File: src/rtl/feed_schedule_ctrl.sv
// Feed-time slot store with browse/edit UI, display source select and feeder req/ack handshake.
// Define FEED_COUNT_EN to add the saturating feed_count output.
module feed_schedule_ctrl #(
   parameter int NUM_SLOTS    = 4,
   parameter int BLINK_CYCLES = 12500000,
   parameter int ACK_TIMEOUT  = 50000000
) (
   input  logic       clock,
   input  logic       reset,
   input  logic [7:0] cur_hour,
   input  logic [7:0] cur_minute,
   input  logic       cur_ampm,
   input  logic       min_tick,
   input  logic       btn_edit,
   input  logic       btn_next,
   input  logic       btn_hour,
   input  logic       btn_min,
   input  logic       btn_ampm,
   input  logic       btn_clear,
   input  logic       feed_ack,
   output logic [7:0] disp_hour,
   output logic [7:0] disp_minute,
   output logic       disp_ampm,
   output logic [2:0] disp_slot,
   output logic       editing,
   output logic       blink,
   output logic       feed_req,
`ifdef FEED_COUNT_EN
   output logic [7:0] feed_count,
`endif
   output logic       feed_fault
);

   localparam int SW = $clog2(NUM_SLOTS);
   localparam int TW = $clog2(ACK_TIMEOUT + 1);
   localparam int BW = $clog2(BLINK_CYCLES + 1);
   localparam logic [SW-1:0] LAST_SLOT = SW'(NUM_SLOTS - 1);
   localparam logic [TW-1:0] TO_LAST   = TW'(ACK_TIMEOUT - 1);
   localparam logic [BW-1:0] BL_LAST   = BW'(BLINK_CYCLES - 1);

   typedef enum logic [1:0] {ST_IDLE = 2'd0, ST_BROWSE = 2'd1, ST_EDIT = 2'd2, ST_FEED = 2'd3} state_t;

   state_t        r_state, w_nxt_state;
   logic [SW-1:0] r_sel, w_nxt_sel, w_match_idx;
   logic [7:0]    r_slot_hour [NUM_SLOTS];
   logic [7:0]    r_slot_min  [NUM_SLOTS];
   logic          r_slot_ampm [NUM_SLOTS];
   logic [7:0]    w_sel_hour, w_sel_min, w_ed_hour, w_ed_min;
   logic          w_sel_ampm, w_ed_ampm, w_sel_empty, w_match, w_feed_go;
   logic          w_wr_en, w_fault_set, w_fault_clr;
   logic [7:0]    w_disp_hour, w_disp_min, r_disp_hour, r_disp_min;
   logic          w_disp_ampm, r_disp_ampm;
   logic [2:0]    w_disp_slot, r_disp_slot;
   logic [TW-1:0] r_to_cnt;
   logic [BW-1:0] r_blink_cnt;
   logic          r_blink, r_fault, r_feed_req, r_editing;

   assign w_sel_hour  = r_slot_hour[r_sel];
   assign w_sel_min   = r_slot_min[r_sel];
   assign w_sel_ampm  = r_slot_ampm[r_sel];
   assign w_sel_empty = (w_sel_hour == 8'd0) && (w_sel_min == 8'd0);

   // Lowest-index non-empty slot equal to the live time
   always_comb begin
      w_match     = 1'b0;
      w_match_idx = '0;
      for (int i = NUM_SLOTS - 1; i >= 0; i--) begin
         if ((r_slot_hour[i] != 8'd0) && (r_slot_hour[i] == cur_hour) &&
             (r_slot_min[i] == cur_minute) && (r_slot_ampm[i] == cur_ampm)) begin
            w_match     = 1'b1;
            w_match_idx = SW'(i);
         end else begin
            w_match = w_match;
         end
      end
   end

   assign w_feed_go = min_tick && w_match && ((r_state == ST_IDLE) || (r_state == ST_BROWSE));

   // State register
   always_ff @(posedge clock) begin
      if (reset) r_state <= ST_IDLE;
      else       r_state <= w_nxt_state;
   end

   // Next state, selection and slot edit decode; a matching tick overrides any button
   always_comb begin
      w_nxt_state = r_state;
      w_nxt_sel   = r_sel;
      w_wr_en     = 1'b0;
      w_ed_hour   = w_sel_hour;
      w_ed_min    = w_sel_min;
      w_ed_ampm   = w_sel_ampm;
      w_fault_set = 1'b0;
      w_fault_clr = 1'b0;
      if (w_feed_go) begin
         w_nxt_state = ST_FEED;
         w_nxt_sel   = w_match_idx;
      end else begin
         case (r_state)
            ST_IDLE: begin
               if (btn_edit) begin
                  w_nxt_state = ST_BROWSE;
                  w_nxt_sel   = '0;
               end else if (btn_clear) begin
                  w_fault_clr = 1'b1;
               end else begin
                  w_nxt_state = ST_IDLE;
               end
            end
            ST_BROWSE: begin
               if (btn_edit) begin
                  w_nxt_state = ST_EDIT;
               end else if (btn_clear) begin
                  w_wr_en = 1'b1; w_ed_hour = 8'd0; w_ed_min = 8'd0; w_ed_ampm = 1'b0;
               end else if (btn_next) begin
                  if (r_sel == LAST_SLOT) begin
                     w_nxt_state = ST_IDLE;
                     w_nxt_sel   = '0;
                  end else begin
                     w_nxt_sel = r_sel + SW'(1);
                  end
               end else begin
                  w_nxt_state = ST_BROWSE;
               end
            end
            ST_EDIT: begin
               if (btn_edit) begin
                  w_nxt_state = ST_BROWSE;
               end else if (btn_clear) begin
                  w_wr_en = 1'b1; w_ed_hour = 8'd0; w_ed_min = 8'd0; w_ed_ampm = 1'b0;
               end else if (btn_next) begin
                  w_nxt_state = ST_EDIT;
               end else if (btn_hour) begin
                  w_wr_en   = 1'b1;
                  w_ed_hour = ((w_sel_hour == 8'd0) || (w_sel_hour == 8'd12)) ? 8'd1 : w_sel_hour + 8'd1;
               end else if (btn_min) begin
                  w_wr_en = 1'b1;
                  if (w_sel_empty) begin
                     w_ed_hour = 8'd12; w_ed_min = 8'd1; w_ed_ampm = 1'b1;
                  end else begin
                     w_ed_min = (w_sel_min == 8'd59) ? 8'd0 : w_sel_min + 8'd1;
                  end
               end else if (btn_ampm) begin
                  w_wr_en = 1'b1;
                  if (w_sel_empty) begin
                     w_ed_hour = 8'd12; w_ed_min = 8'd0; w_ed_ampm = 1'b0;
                  end else begin
                     w_ed_ampm = ~w_sel_ampm;
                  end
               end else begin
                  w_nxt_state = ST_EDIT;
               end
            end
            ST_FEED: begin
               if (feed_ack) begin
                  w_nxt_state = ST_IDLE;
                  w_nxt_sel   = '0;
               end else if (r_to_cnt == TO_LAST) begin
                  w_nxt_state = ST_IDLE;
                  w_nxt_sel   = '0;
                  w_fault_set = 1'b1;
               end else begin
                  w_nxt_state = ST_FEED;
               end
            end
            default: begin
               w_nxt_state = ST_IDLE;
               w_nxt_sel   = '0;
            end
         endcase
      end
   end

   // Display source for the upcoming state; a slot being written shows its new value
   always_comb begin
      w_disp_hour = cur_hour;
      w_disp_min  = cur_minute;
      w_disp_ampm = cur_ampm;
      w_disp_slot = 3'd0;
      case (w_nxt_state)
         ST_BROWSE, ST_EDIT: begin
            w_disp_slot = 3'(w_nxt_sel);
            if (w_wr_en) begin
               w_disp_hour = w_ed_hour; w_disp_min = w_ed_min; w_disp_ampm = w_ed_ampm;
            end else begin
               w_disp_hour = r_slot_hour[w_nxt_sel];
               w_disp_min  = r_slot_min[w_nxt_sel];
               w_disp_ampm = r_slot_ampm[w_nxt_sel];
            end
         end
         ST_FEED: w_disp_slot = 3'(w_nxt_sel);
         default: w_disp_slot = 3'd0;
      endcase
   end

   // Slot store, timers, fault flag and registered outputs
   always_ff @(posedge clock) begin
      if (reset) begin
         r_sel <= '0;
         for (int i = 0; i < NUM_SLOTS; i++) begin
            r_slot_hour[i] <= 8'd0;
            r_slot_min[i]  <= 8'd0;
            r_slot_ampm[i] <= 1'b0;
         end
         r_to_cnt    <= '0;
         r_blink_cnt <= '0;
         r_blink     <= 1'b0;
         r_fault     <= 1'b0;
         r_feed_req  <= 1'b0;
         r_editing   <= 1'b0;
         r_disp_hour <= cur_hour;
         r_disp_min  <= cur_minute;
         r_disp_ampm <= cur_ampm;
         r_disp_slot <= 3'd0;
      end else begin
         r_sel <= w_nxt_sel;
         if (w_wr_en) begin
            r_slot_hour[r_sel] <= w_ed_hour;
            r_slot_min[r_sel]  <= w_ed_min;
            r_slot_ampm[r_sel] <= w_ed_ampm;
         end
         r_to_cnt <= ((r_state == ST_FEED) && (w_nxt_state == ST_FEED)) ? r_to_cnt + TW'(1) : '0;
         if ((r_state == ST_EDIT) && (w_nxt_state == ST_EDIT)) begin
            if (r_blink_cnt == BL_LAST) begin
               r_blink_cnt <= '0;
               r_blink     <= ~r_blink;
            end else begin
               r_blink_cnt <= r_blink_cnt + BW'(1);
            end
         end else begin
            r_blink_cnt <= '0;
            r_blink     <= 1'b0;
         end
         if (w_fault_set)      r_fault <= 1'b1;
         else if (w_fault_clr) r_fault <= 1'b0;
         r_feed_req  <= (w_nxt_state == ST_FEED);
         r_editing   <= (w_nxt_state == ST_EDIT);
         r_disp_hour <= w_disp_hour;
         r_disp_min  <= w_disp_min;
         r_disp_ampm <= w_disp_ampm;
         r_disp_slot <= w_disp_slot;
      end
   end

`ifdef FEED_COUNT_EN
   logic [7:0] r_feed_count;

   // Acked-feed counter, saturating, cleared together with the fault
   always_ff @(posedge clock) begin
      if (reset)                                                          r_feed_count <= 8'd0;
      else if (w_fault_clr)                                               r_feed_count <= 8'd0;
      else if ((r_state == ST_FEED) && feed_ack && (r_feed_count != 8'd255)) r_feed_count <= r_feed_count + 8'd1;
   end

   assign feed_count = r_feed_count;
`endif

   assign disp_hour   = r_disp_hour;
   assign disp_minute = r_disp_min;
   assign disp_ampm   = r_disp_ampm;
   assign disp_slot   = r_disp_slot;
   assign editing     = r_editing;
   assign blink       = r_blink;
   assign feed_req    = r_feed_req;
   assign feed_fault  = r_fault;

endmodule

File: config.mk
export PLATFORM = sky130hd
export DESIGN_NAME = feed_schedule_ctrl
export DESIGN_NICKNAME = d
export VERILOG_FILES = /design/src/rtl/feed_schedule_ctrl.sv
export SDC_FILE = /design/constraint.sdc
export NUM_CORES = 1
export LEC_CHECK = 0
export BUFFER_PORTS_ARGS = -buffer_cell sky130_fd_sc_hd__buf_4
export CAP_MARGIN = 10
export CORE_MARGIN = 5
export CORE_UTILIZATION = 56
export CTS_CLUSTER_DIAMETER = 150
export DETAILED_ROUTE_END_ITERATION = 10
export GPL_ROUTABILITY_DRIVEN = 0
export GPL_TIMING_DRIVEN = 0
export MAX_ROUTING_LAYER = met4
export PLACE_DENSITY = 0.77
export RECOVER_POWER = 50
export SKIP_CTS_REPAIR_TIMING = 1
export SYNTH_ARGS = -nofsm -noshare
export SYNTH_HDL_FRONTEND = slang
export SYNTH_SLANG_ARGS = --single-unit
File: constraint.sdc
create_clock -name clock -period 3.7 [get_ports clock]
set_clock_uncertainty 0.2 [all_clocks]
set_input_delay 0.37 -clock clock [delete_from_list [all_inputs] [get_ports clock]]
set_output_delay 0.37 -clock clock [all_outputs]
set_load 0.05 [all_outputs]
; After elaboration in Yosys (flattened, before gate mapping)
; Memories as Yosys holds them, arrays and structs flattened. A register that Yosys moved wholly into a read port is not among the register bits.
; Index checks and enable logic that the tools add are counted.
[classes]
addsub = 5
eq_ne = 23
n_mux = 114
bitwise = 5
reduce_logical = 36
[ops]
columns = operator, n
row1 = two-way mux 8 bit, 31
row2 = two-way mux 2 bit, 33
row3 = equality test 8 bit, 8
row4 = two-way mux 1 bit, 44
row5 = case mux 8 bit (2 select lines), 2
row6 = nonzero test 8 bit, 4
row7 = "adder 26 x 1 -> 26 bit, second input constant", 1
row8 = "equality test 26 bit, second input constant", 1
row9 = "adder 24 x 1 -> 24 bit, second input constant", 1
row10 = "equality test 24 bit, second input constant", 1
row11 = logical AND 1 bit, 17
row12 = "adder 8 x 1 -> 8 bit, second input constant", 2
row13 = logical NOT 8 bit, 2
row14 = OR reduction 8 bit, 2
row15 = "equality test 2 bit, second input constant", 5
row16 = "equality test 8 x 4 -> 1 bit, second input constant", 1
row17 = "equality test 8 x 6 -> 1 bit, second input constant", 1
row18 = case mux 2 bit (4 select lines), 1
row19 = OR reduction 2 bit, 4
row20 = case mux 2 bit (3 select lines), 1
row21 = OR reduction 3 bit, 2
row22 = inverter 1 bit, 5
row23 = equality test 1 bit, 4
row24 = "equality test 2 x 1 -> 1 bit, second input constant", 2
row25 = other kinds (6), 8
[totals]
register_bits = 78
ramBits = 68
inputBits = 27
output_inout_bits = 24
memories = 3
[mem_list]
columns = name, depth, word_bits, read_ports, rd_clocked_by_memory_dff, write_ports, line_no
row1 = r_slot_hour, 4, 8, 6, 1, 4, 45  ; logic [7:0] r_slot_hour [NUM_SLOTS];
row2 = r_slot_min, 4, 8, 6, 1, 4, 46  ; logic [7:0] r_slot_min [NUM_SLOTS];
row3 = r_slot_ampm, 4, 1, 6, 1, 4, 47  ; logic r_slot_ampm [NUM_SLOTS];

; Logic depth before layout (Yosys ltp)
; An unclocked memory read counts as a cell.
[depth]
ltp_word = 17
mapped_depth = 16
ltp_nobuf = 13

; Least setup slack after synthesis
; OpenSTA, ideal clock, no wires.
[synth_timing]
path_type = register -> register
start = mem r_slot_hour[1][4]
end = mem r_slot_ampm[3] (enable)
arrival_ns = 3.288
setup_slack_ns = -0.203
stages_incl_launch_ff = 10
synth_period_minus_slack_ns = 3.903
cell_sequence = edfxtp_1 nor4_1 a211oi_1 a21oi_1 o22ai_1 o31ai_1 clkbuf_1 nand2b_1 clkbuf_1 o21ai_0
[synth_rtl]
columns = element, line_no
row1 = "start, declared", 45
row2 = "end, declared", 47

==> results.cfg <==
[cells_and_area]
stdcell_area_mm2 = 0.0106
fin_nets = 1084
drive_above_1_share_pct = 18.4
nFillCells = 1150
antenna_cells = 0
final-instance-count-excl-fill = 1267
area_delta_synth_final_pct = 21.0

[timing]
worst_slew_pin_slew_ps = 759
fmax_mhz = 261
fin_crit_sh_pct = 103
maxSlewViolCount = 0
hold_violations = 0
period_needed_ps = 3830
rsz0062_at_grt = true
setup_viol = 70
max-slew-margin-rel_pct = 49.2
fin_ws_ps = -125
hold_ws_ps = 28.3

[synth]
synth.distinct_cells = 74
synth_fp_nets = 998
synth_edf_count = 68
yosys.area.top_type = edfxtp_1
synthArstFlopShare_pct = 0
ys_top_cells_by_area = edfxtp_1, dfxtp_1, xor2_1
avgSynthCellArea_um2 = 9.16
synth_top_area_share_pct = 23.3
synth_seq_area_share_pct = 40.9
synthFlopType = dfxtp_1
syn-cell-area_mm2 = 0.00877
synth_cells = 957
postSynthRegisterBits = 145
yosysWarnings = 0

[critical_path]
r2r_setup_slack_ps = -130
cp_num_buf_inv = 3
crit_fanout = 10
crit_required_ps = 3850
cp_slowest_cell = clkbuf_1
path_cells = xor2_1 > nor4_1 > nand4_1 > o22ai_2 > buf_4 > o31ai_1 > clkbuf_2 > nand2b_1 > clkbuf_1 > o211ai_1 > a21oi_2
worstSetupStartpointType = flop
slowest_delay_ps = 600
critPathTopFamily = buffers and inverters
cp.arrival_ps = 3980
end_kind = flop
critPathKind = reg2reg

[die]
core_area_mm2 = 0.0153
die_h_um = 135
initial_core_util_pct = 57.5
ios = 51
rows = 45
die_area_mm2 = 0.0183
chipWidth_um = 135

[drt]
via_per_inst = 6.50
first_iter_violations = 1153
drc = 0
via_count = 8234
drtAntennaViolNets = 0
detail_route.wl_per_cell_um = 22.0
dr.pass1.iters = 6
routed_wl_um = 27900

[grt]
grt_pass1_wl_um = 40800
overflow = 0
antenna_found_initial = 0
grt_pass1_vias = 7492
grt_max_degree = 18
track_usage_pct = 29.8

[clocking]
h-tree-depth = 4
insertion_delay_ps = 440
cts_root_buf = clkbuf_16
numCtsBuffers = 17
cts.sinks = 145
cts_tree = done
cts.clk_slew.worst_paths_ps = 60
cts_buffer_depth = 2

[power]
totalPowerFinal_mw = 4.16
ir_drop_uv = 522
power_density_mw_per_mm2 = 392
p_leak_nw = 3.78

[run_status]
status = finished, violations left
violations = setup timing

[placement]
portBuffers = 30
place_inst = 1199
place_area_mm2 = 0.00928
dp_slack_ps = -1450
dp_hpwl_um = 18800

[worst_hold_path]
hold_path_class = in2reg

[job]
cap_violations = 0
[cell families after synthesis]
kind of cell	share of synthesized area, %
adders and majority gates	2.00
DFF	40.9
buffers and inverters	3.82
AOI/OAI and AO/OA	12.8
muxes	7.33
other	0.0428
xor gates and xnor gates	11.1
and+or+nand+nor	22.0
[per-stage QoR]
step	utilization [%]	TNS (ps)
3_5_place_dp	60.8	-138890
2_1_floorplan	-	0
5_1_grt	69.5	-4950
4_1_cts	64.5	-138990
6_report	69.5	-2710
3_3_place_gp	60.7	-146250
[synthesized netlist by cell type (6+ instances only)]
library cell,count
edfxtp_1,68
nor2b_1,6
xnor2_1,33
mux2i_1,17
a211oi_1,7
dfxtp_1,77
o22a_1,6
nor3_1,16
inv_1,26
clkbuf_1,48
nor4_1,25
and3_1,9
a31oi_1,11
o21ai_0,28
and4_1,8
mux2_2,10
mux4_2,16
nor2_1,170
nand2_1,57
o211ai_1,10
buf_2,7
xor2_1,78
nand4_1,22
a21oi_1,32
nand3_1,55
ha_1,14
o21a_1,13
[tightest hold or removal path, stage by stage]
cell and delay (ps):
buf_4 80, nor2b_1 40, nand3_1 60, a21oi_1 60
[layer usage]
| layer | track usage (%) | share of wire [%] | wire length [um] |
|---|---|---|---|
| met4 | 11.3 | 4.5 | 1260 |
| met5 | - | 0 | 0 |
| met1 | 38.7 | 39 | 10900 |
| met3 | 9.47 | 12 | 3430 |
| met2 | 43.8 | 44 | 12400 |
[sequential cells by signal (all words and copies together) (netlist names)]
name         flops
blink            1
disp_ampm        1
disp_hour        8
disp_minute      8
disp_slot        2
editing          1
feed_fault       1
feed_req         1
r_blink_cnt     24
r_sel            2
r_slot_ampm      4
r_slot_hour     32
r_slot_min      32
r_state          2
r_to_cnt        26
[layout by cell type (no fill, tap or decap), types with 7 or more instances in the layout]
cell / instances
a21oi_1: 26
a22oi_2: 7
a31oi_1: 10
and3_1: 9
and4_1: 8
buf_12: 7
buf_4: 40
buf_6: 8
clkbuf_1: 59
clkbuf_16: 17
dfxtp_1: 76
edfxtp_1: 68
ha_1: 12
inv_1: 24
mux2_2: 10
mux2i_1: 17
mux4_2: 16
nand2_1: 52
nand3_1: 55
nand4_1: 22
nor2_1: 166
nor3_1: 15
nor4_1: 16
o211ai_1: 10
o21a_1: 13
o21ai_0: 25
xnor2_1: 32
xor2_1: 78
[layout make-up]
| class | instances | area (um2) | share of cell area, % |
|---|---|---|---|
| multi-input combinational | 728 | 5260 | 49.6 |
| clock buffer | 21 | 460 | 4.34 |
| inverter | 26 | 97.6 | 0.920 |
| timing repair buffer | 69 | 500 | 4.72 |
| buffer | 56 | 340 | 3.21 |
| tap | 211 | 264 | 2.49 |
| clock inverter | 11 | 104 | 0.979 |
| sequential | 145 | 3580 | 33.8 |
[power breakdown]
group / leakage [nW] / switching [mW] / internal (mW)
combinational: 2.17 / 0.470 / 0.235
clock: 0.284 / 0.704 / 0.967
sequential: 1.33 / 0.0481 / 1.74
[final timing paths]
| kind | endpoint | cells past startpoint | from |
|---|---|---|---|
| hold reg to reg | r_to_cnt[0]$_SDFF_PP0_ | 1 | r_to_cnt[0]$_SDFF_PP0_ |
| setup / recovery | disp_ampm$_DFF_P_ | 11 | r_slot_hour[1][5]$_SDFFCE_PN0P_ |
| setup reg to reg | disp_ampm$_DFF_P_ | 11 | r_slot_hour[1][5]$_SDFFCE_PN0P_ |
| hold / removal | feed_fault$_SDFFE_PP0P_ | 4 | feed_ack |
(Power assumes the default switching activity.)
